**config.mk**
```make
export PLATFORM = sky130hd
export DESIGN_NAME = wide_shift_ctrl
export DESIGN_NICKNAME = d
export VERILOG_FILES = /design/src/rtl/wide_shift_pkg.sv /design/src/rtl/wide_shift_ctrl_shifter.sv /design/src/rtl/wide_shift_ctrl.sv
export SDC_FILE = /design/constraint.sdc
export NUM_CORES = 1
export LEC_CHECK = 0
export CAP_MARGIN = 40
export CORE_MARGIN = 3
export CORE_UTILIZATION = 30
export DETAILED_ROUTE_END_ITERATION = 10
export GPL_TIMING_DRIVEN = 1
export RECOVER_POWER = 25
export SLEW_MARGIN = 30
export SYNTH_ARGS = -nofsm -noshare
export SYNTH_HDL_FRONTEND = slang
export SYNTH_SLANG_ARGS = --single-unit
```
**constraint.sdc**
```tcl
create_clock -name clk -period 3.8 [get_ports clk]
set_input_delay 0.38 -clock clk [delete_from_list [all_inputs] [get_ports clk]]
set_output_delay 0.38 -clock clk [all_outputs]
set_load 0.005 [all_outputs]
```
**src/rtl/wide_shift_pkg.sv**
```systemverilog
// Shared types and constants for the 16-bit wide-shift sequencer.
package wide_shift_pkg;
  localparam int BYTE_W  = 8;
  localparam int AMT_W   = 4;
  localparam int LATENCY = 4;

  typedef enum logic [2:0] {
    IDLE,
    SH_A,
    SH_B,
    SH_C,
    DONE
  } state_t;
endpackage

```
**src/rtl/wide_shift_ctrl_shifter.sv**
```systemverilog
// 8-bit combinational logical shifter shared by the wide-shift sequencer.
module Shifter
  import wide_shift_pkg::*;
(
  input  logic [BYTE_W-1:0] operand,
  input  logic              direction,
  input  logic [2:0]        shiftAmount,
  output logic [BYTE_W-1:0] result
);

  assign result = direction ? (operand >> shiftAmount) : (operand << shiftAmount);

endmodule

```
**src/rtl/wide_shift_ctrl.sv**
```systemverilog
// 16-bit logical shift of {hi,lo} by 0..15, sequenced over three cycles
// through a single shared 8-bit Shifter.
module wide_shift_ctrl
  import wide_shift_pkg::*;
(
  input  logic              clk,
  input  logic              reset,
  input  logic              start,
  input  logic [BYTE_W-1:0] opHi,
  input  logic [BYTE_W-1:0] opLo,
  input  logic              direction,
  input  logic [AMT_W-1:0]  amount,
  output logic              busy,
  output logic              done,
  output logic [BYTE_W-1:0] resHi,
  output logic [BYTE_W-1:0] resLo
);

  state_t              state_q, state_d;
  logic [BYTE_W-1:0]   hi_q, hi_d, lo_q, lo_d;
  logic                dir_q, dir_d;
  logic [AMT_W-1:0]    amt_q, amt_d;
  logic [BYTE_W-1:0]   carry_q, carry_d;
  logic [BYTE_W-1:0]   res_hi_q, res_hi_d, res_lo_q, res_lo_d;

  logic [BYTE_W-1:0]   sh_op, sh_res;
  logic                sh_dir;
  logic [2:0]          sh_amt;
  logic                wide, zero_amt, accept;

  assign wide     = amt_q[3];
  assign zero_amt = (amt_q == '0);

  Shifter u_shifter (
    .operand     (sh_op),
    .direction   (sh_dir),
    .shiftAmount (sh_amt),
    .result      (sh_res)
  );

  always_comb begin
    state_d  = state_q;
    hi_d     = hi_q;
    lo_d     = lo_q;
    dir_d    = dir_q;
    amt_d    = amt_q;
    carry_d  = carry_q;
    res_hi_d = res_hi_q;
    res_lo_d = res_lo_q;
    sh_op    = '0;
    sh_dir   = dir_q;
    sh_amt   = amt_q[2:0];
    accept   = 1'b0;

    case (state_q)
      IDLE: accept = start;
      SH_A: begin
        state_d = SH_B;
        sh_op   = dir_q ? hi_q : lo_q;
        if (dir_q) res_hi_d = wide ? '0 : sh_res;
        else       res_lo_d = wide ? '0 : sh_res;
      end
      SH_B: begin
        state_d = SH_C;
        sh_op   = dir_q ? hi_q : lo_q;
        if (wide) begin
          if (dir_q) res_lo_d = sh_res;
          else       res_hi_d = sh_res;
        end else begin
          // Bits crossing the byte boundary: opposite direction by 8-n, which is -n mod 8.
          sh_dir  = ~dir_q;
          sh_amt  = 3'd0 - amt_q[2:0];
          carry_d = zero_amt ? '0 : sh_res;
        end
      end
      SH_C: begin
        state_d = DONE;
        sh_op   = dir_q ? lo_q : hi_q;
        if (!wide) begin
          if (dir_q) res_lo_d = sh_res | carry_q;
          else       res_hi_d = sh_res | carry_q;
        end
      end
      DONE: begin
        state_d = IDLE;
        accept  = start;
      end
      default: state_d = IDLE;
    endcase

    if (accept) begin
      state_d  = SH_A;
      hi_d     = opHi;
      lo_d     = opLo;
      dir_d    = direction;
      amt_d    = amount;
      carry_d  = '0;
      res_hi_d = '0;
      res_lo_d = '0;
    end
  end

  always_ff @(posedge clk or posedge reset) begin
    if (reset) begin
      state_q  <= IDLE;
      hi_q     <= '0;
      lo_q     <= '0;
      dir_q    <= 1'b0;
      amt_q    <= '0;
      carry_q  <= '0;
      res_hi_q <= '0;
      res_lo_q <= '0;
    end else begin
      state_q  <= state_d;
      hi_q     <= hi_d;
      lo_q     <= lo_d;
      dir_q    <= dir_d;
      amt_q    <= amt_d;
      carry_q  <= carry_d;
      res_hi_q <= res_hi_d;
      res_lo_q <= res_lo_d;
    end
  end

  assign busy  = (state_q == SH_A) || (state_q == SH_B) || (state_q == SH_C);
  assign done  = (state_q == DONE);
  assign resHi = res_hi_q;
  assign resLo = res_lo_q;

endmodule
```
==> out/results.ini, run 1 <==
[place]
pre_cts_slack_ns=0.840
io_buffers=41
gp_congestion=0.863
dpl_cell_area_um2=3620
dp_cells=519
hpwl_um=6570

[yosys]
yosys.cell_types.count=58
synthTopCellsByArea=dfrtp_1 (39%), nand2_1 (9.7%), mux2i_1 (8.4%)
synth_warnings=0
yosysMostFrequentCell=nand2_1
synthesis.area_um2=3090
yosys.area.top_type_share=0.389
async_reset_ff_frac=1.00
synth_nets=382
synthFlopType=dfrtp_1
ys_seq_elements=48
synth_seq_area_share=0.389
synthCells=357
synth-edff-count=0
synth_common_cells=nand2_1 (80), dfrtp_1 (48), mux2i_1 (26)
syn_area_per_cell_um2=8.64
synth_top_area_cell=dfrtp_1

[job]
drv_cap=1

[setup_path]
rrSetupSlack_ns=0.83
reg2reg_depth=6
cp_max_fo=13
critPathCaptureType=flip-flop
crit_slowest_cell=or4b_4
crit_arrival_ns=3.17
r2r-end=resLo[1]$_DFFE_PP0P_
cp_slowest_stage_delay_ns=0.70
path_buf_inv=0
start_kind=flip-flop
r2r_start=state_q[0]$_DFFE_PP0P_
cp_top_family=multiplexers
path_class=reg2reg
required_ns=4.00
crit_chain=or4b_4 -> mux2i_2 -> mux2i_1 -> a2111oi_2 -> a2111o_1 -> a22o_1

[floorplanning]
io_pins=42
rows=36
core_area_um2=9860
die_w_um=107
die_h_um=107
start_util=0.313
dieArea_um2=11500

[timing]
rsz0062_at_grt=no
tightest_slew_ns=2.18
final_hold_viol_count=0
min_period_ns=2.97
setup_ws_ns=0.832
skew_ns=0.00718
setup_viol=0
relSlewSlack=-0.463
period_share=0.781
fmax_ghz=0.337
slew_violations=49
timing.setup.tns_ns=0

[hold_path]
min_to=carry_q[5]$_DFFE_PP0P_
hp-start=carry_q[5]$_DFFE_PP0P_
min_path_type=reg2reg
hold_depth=2

[outcome]
status=finished with violations
violations=capacitance limit, slew limit

[global_route]
grt_pass1_vias=2793
grt.total_usage=0.157
gr-total-overflow=0
antenna_found_initial=0
grt_pass1_wl_um=14600
grt_start_max_net_pins=49

[clocking]
clk_pin_slew_worst_paths_ns=0.09
post_cts_buffers=0
clockBufferDepth=2
clk_latency_ns=0.31
holdBufCountCts=0
cts_tree=built
clock_sinks=48
ctsResizeCount=0
cts_root_buf=clkbuf_8
cts_buffers=5
cts_max_level=2

[pwr]
sw_frac_of_total=0.515
combPwrFrac=0.660
ir_drop_mv=0.334
power_leakage_nw=1.54
p_sw_mw=2.04
internal_power_mw=1.92
pwr_density_cell_nw_per_um2=1060
power_mw=3.96
clock_power_share=0.095
sequentialPowerShare=0.245

[drt]
drt_iter0_drc=172
antenna_left=0
first_pass_iters=5
drc=0
vias=2876
wl_um=8840
wl_per_cell_um=16.8
viasPerCell=5.45

[cells_and_area]
register_area_um2=1200
final_nets=419
fillCellCount=995
antenna_cells=0
multi_input_area_um2=1750
instances_no_fill=528
drive_gt1_frac=0.0835
fin_area_um2=3740
syn2layout_area_growth_pct=21.3

==> placed cells by master, fill, tap and decap left out, drive strengths merged, types with 3 or more instances in the layout <==
cell type      Yosys  layout
clkdlybuf4s50      0      40
a311oi             3       3
mux2i             28      28
dfrtp             48      48
buf               11       9
o31ai              3       3
o2111ai            4       4
a31oi              6       6
nand2             81      81
a22oi              3       3
a32oi              6       6
o21ai             33      33
nor3               4       4
a21oi              9       9
nor2              18      18
o22ai             15      15
a211oi             4       4
o221ai            12      12
inv                7       6
nand3             11      11
and2               7       7
clkbuf            10       6
xnor2              3       3
==> through the flow <==
| step | util | hold slack (ns) |
|---|---|---|
| 6_report | 0.379 | 0.488 |
| 5_1_grt | 0.379 | 0.522 |
| 3_3_place_gp | 0.367 | 0.463 |
| 4_1_cts | 0.379 | 0.493 |
| 3_5_place_dp | 0.367 | 0.466 |
| 2_1_floorplan | - | 0.442 |
==> cells by family after synthesis <==
logic type               Yosys count  synth area share
AND/OR/NAND/NOR                  134             0.194
AO/OA/AOI/OAI                    113             0.256
flip-flops                        48             0.389
multiplexers                      29            0.0981
buffers and inverters             28            0.0446
XOR/XNOR                           4            0.0138
adder cells (fa/ha/maj)            1           0.00405
==> power groups by stage <==
stage | Combinational, mW | Sequential (mW) | Clock [mW]
after floorplan | 1.92 | 0.849 | 0
final | 2.61 | 0.969 | 0.377
after global placement | 2.59 | 0.968 | 0
after detailed placement | 2.57 | 0.979 | 0
after global routing | 2.86 | 1.01 | 0.409
after CTS | 2.58 | 0.967 | 0.389
==> per-layer routing <==
metal  routed length, µm  up-vias  track usage  share of wire
li1                    -     1402            -              -
met1                4170     1376        0.223           0.47
met2                4160       82        0.253           0.47
met3                 335       16       0.0168          0.038
met4                 184        0       0.0451          0.021
met5                   0        -            0              0
==> tightest hold or removal path, stage by stage, from the launching register on <==
cell and delay (ns):
dfrtp_1 0.35, nand2_1 0.05, o21ai_1 0.06
==> layout make-up <==
class | count | share of cell area
Clock inverter | 3 | 0.0114
Tap cell | 133 | 0.0445
Sequential cell | 48 | 0.321
Multi-Input combinational cell | 281 | 0.467
Inverter | 7 | 0.00736
Timing Repair Buffer | 51 | 0.130
Clock buffer | 5 | 0.0184
==> sequential cells by signal, summed over array words and instances (netlist names) <==
signal   count
hi_q         8
resLo        8
amt_q        4
carry_q      8
resHi        8
state_q      3
lo_q         8
dir_q        1
==> how the worst max path moves through the flow <==
| stage | startpoint | endpoint | slack [ns] | cells past startpoint |
|---|---|---|---|---|
| after floorplan | amt_q[0]$_DFFE_PP0P_ | resHi[6]$_DFFE_PP0P_ | 1.24 | 10 |
| after global placement | state_q[0]$_DFFE_PP0P_ | resHi[1]$_DFFE_PP0P_ | 0.89 | 6 |
| after detailed placement | state_q[0]$_DFFE_PP0P_ | resLo[1]$_DFFE_PP0P_ | 0.84 | 6 |
| after CTS | state_q[0]$_DFFE_PP0P_ | resHi[1]$_DFFE_PP0P_ | 0.82 | 6 |
| after global routing | state_q[0]$_DFFE_PP0P_ | resHi[1]$_DFFE_PP0P_ | 0.67 | 6 |
| final | state_q[0]$_DFFE_PP0P_ | resLo[1]$_DFFE_PP0P_ | 0.83 | 6 |
(Power assumes the default switching activity.)
==> run 2: changes to the inputs <==
==> constraint.sdc (replaced) <==
create_clock -name clk -period 3 [get_ports clk]
set_input_delay 0.3 -clock clk [delete_from_list [all_inputs] [get_ports clk]]
set_output_delay 0.3 -clock clk [all_outputs]
set_load 0.005 [all_outputs]
==> run 2 against run 1 <==
  * The flow finishes with violations (DRC, capacitance limit, slew limit)
  * Clock-buffer cell count unchanged
  * Routed wire length is 1.3% lower
  * Sequential power increased by 19%
  * Highest routed layer unchanged
==> out/results.ini, run 2 (synthesis gave the netlist of run 1 again) <==
[global_route]
grt_pass1_wl_um=14500  ; -0.75%
antenna_found_initial=0  ; unchanged
grt_start_max_net_pins=49  ; unchanged
gr-total-overflow=0  ; unchanged
grt.total_usage=0.156  ; -0.000915
grt_pass1_vias=2886  ; +3.3%

[clocking]
cts_max_level=2  ; unchanged
post_cts_buffers=0  ; unchanged
clk_pin_slew_worst_paths_ns=0.09  ; about the same
cts_buffers=5  ; unchanged
cts_root_buf=clkbuf_8
cts_tree=built
clock_sinks=48  ; unchanged
clockBufferDepth=2  ; unchanged
clk_latency_ns=0.31  ; about the same
holdBufCountCts=0  ; unchanged
ctsResizeCount=0  ; unchanged

[place]
gp_congestion=0.906  ; +4.9%
dp_cells=528  ; +1.7%
io_buffers=41  ; unchanged
hpwl_um=6610  ; +0.73%
pre_cts_slack_ns=0.380  ; -0.460 ns
dpl_cell_area_um2=3690  ; +1.8%

[setup_path]
reg2reg_depth=6  ; unchanged
cp_max_fo=14  ; +1
path_class=reg2reg
crit_arrival_ns=2.88  ; -0.29 ns
critPathCaptureType=flip-flop
cp_top_family=compound AO/OA/AOI/OAI gates
r2r-end=resHi[1]$_DFFE_PP0P_
rrSetupSlack_ns=0.33  ; -0.50 ns
r2r_start=state_q[1]$_DFFE_PP0P_
start_kind=flip-flop
required_ns=3.21  ; -0.79 ns
crit_slowest_cell=or4b_4
path_buf_inv=0  ; unchanged
crit_chain=or4b_4 -> mux2i_2 -> mux2i_1 -> a2111oi_2 -> a2111o_1 -> a22o_1
cp_slowest_stage_delay_ns=0.62  ; -0.08 ns

[cells_and_area]
syn2layout_area_growth_pct=23.2
layout_commonest_cell=nand2_1
mostFrequentLayoutCells=nand2_1 (80), dfrtp_1 (48), clkdlybuf4s50_1 (40)
final_nets=427  ; +1.9%
fin_area_um2=3800  ; +1.5%
fillCellCount=1001  ; +0.60%
instances_no_fill=536  ; +1.5%
drive_gt1_frac=0.0968  ; +0.0132
antenna_cells=0  ; unchanged
fin_util=0.385  ; +0.00584

[hold_path]
hp-start=carry_q[7]$_DFFE_PP0P_
min_to=carry_q[7]$_DFFE_PP0P_
hold_depth=2  ; unchanged
min_path_type=reg2reg

[timing]
period_share=0.890  ; +0.109
setup_ws_ns=0.331  ; -0.501 ns
tightest_slew_ns=1.84  ; -0.346 ns
timing.setup.tns_ns=0  ; unchanged
rsz0062_at_grt=no
min_period_ns=2.67  ; -0.299 ns
fmax_ghz=0.375  ; +11%
slew_violations=49  ; unchanged
relSlewSlack=-0.226  ; +0.237
setup_viol=0  ; unchanged
final_hold_viol_count=0  ; unchanged
skew_ns=0.00855  ; +0.00137 ns

[drt]
viasPerCell=5.44  ; about the same
wl_per_cell_um=16.3  ; -2.8%
antenna_left=0  ; unchanged
drt_iter0_drc=258  ; +50%
vias=2917  ; +1.4%
first_pass_iters=8  ; +3
wl_um=8730  ; -1.3%
drc=1  ; +1

[floorplanning]
die_h_um=107  ; unchanged
die_w_um=107  ; unchanged
start_util=0.313  ; unchanged
io_pins=42  ; unchanged
dieArea_um2=11500  ; unchanged
rows=36  ; unchanged
core_area_um2=9860  ; unchanged

[pwr]
power_leakage_nw=1.58  ; +3.0%
ir_drop_mv=0.338  ; +1.3%
pwr_density_cell_nw_per_um2=1340  ; +26%

[outcome]
violations=DRC, capacitance limit, slew limit
status=finished with violations

[job]
drv_cap=1  ; unchanged

-- run 2: layer usage --
layer  routed length, µm  track usage
met5                   0            0
met4                 103       0.0415
met3                 363       0.0192
met2                4350        0.265
met1                3910        0.210
-- run 2: tightest hold or removal path, delay by kind of cell, from the launching register on --
| family | cells | cell delay, ns |
|---|---|---|
| flops | 1 | 0.34 |
| compound gates | 1 | 0.06 |
| simple gates | 1 | 0.04 |
-- run 2: layout make-up --
cell class / instances / area, µm² / share of cell area
repair buffers: 59 / 546 / 0.144
clock inverters: 3 / 42.5 / 0.0112
multi-input cells: 281 / 1750 / 0.460
flip-flops and latches: 48 / 1200 / 0.316
clock buffers: 5 / 68.8 / 0.0181
inverters: 7 / 26.3 / 0.00691
well taps: 133 / 166 / 0.0438
-- run 2: power breakdown --
group,switching [mW],internal (mW),total [mW]
Clock,0.233,0.247,0.480
Sequential,0.235,0.915,1.15
Combinational,2.10,1.35,3.45
-- run 2: worst max path at each step --
stage | slack (ns) | from | cells after the start | end
2_1_floorplan | 0.44 | amt_q[0]$_DFFE_PP0P_ | 10 | resHi[6]$_DFFE_PP0P_
3_3_place_gp | 0.42 | state_q[1]$_DFFE_PP0P_ | 6 | resLo[1]$_DFFE_PP0P_
3_5_place_dp | 0.38 | state_q[1]$_DFFE_PP0P_ | 6 | resHi[1]$_DFFE_PP0P_
4_1_cts | 0.35 | state_q[1]$_DFFE_PP0P_ | 6 | resHi[1]$_DFFE_PP0P_
5_1_grt | 0.13 | state_q[1]$_DFFE_PP0P_ | 7 | resHi[6]$_DFFE_PP0P_
6_report | 0.33 | state_q[1]$_DFFE_PP0P_ | 6 | resHi[1]$_DFFE_PP0P_
-- run 2: per-stage QoR --
step	total power, mW	hold slack [ns]
2_1_floorplan	3.51	0.405
3_3_place_gp	4.58	0.459
6_report	5.08	0.481
4_1_cts	5.08	0.445
3_5_place_dp	4.59	0.464
5_1_grt	5.53	0.519
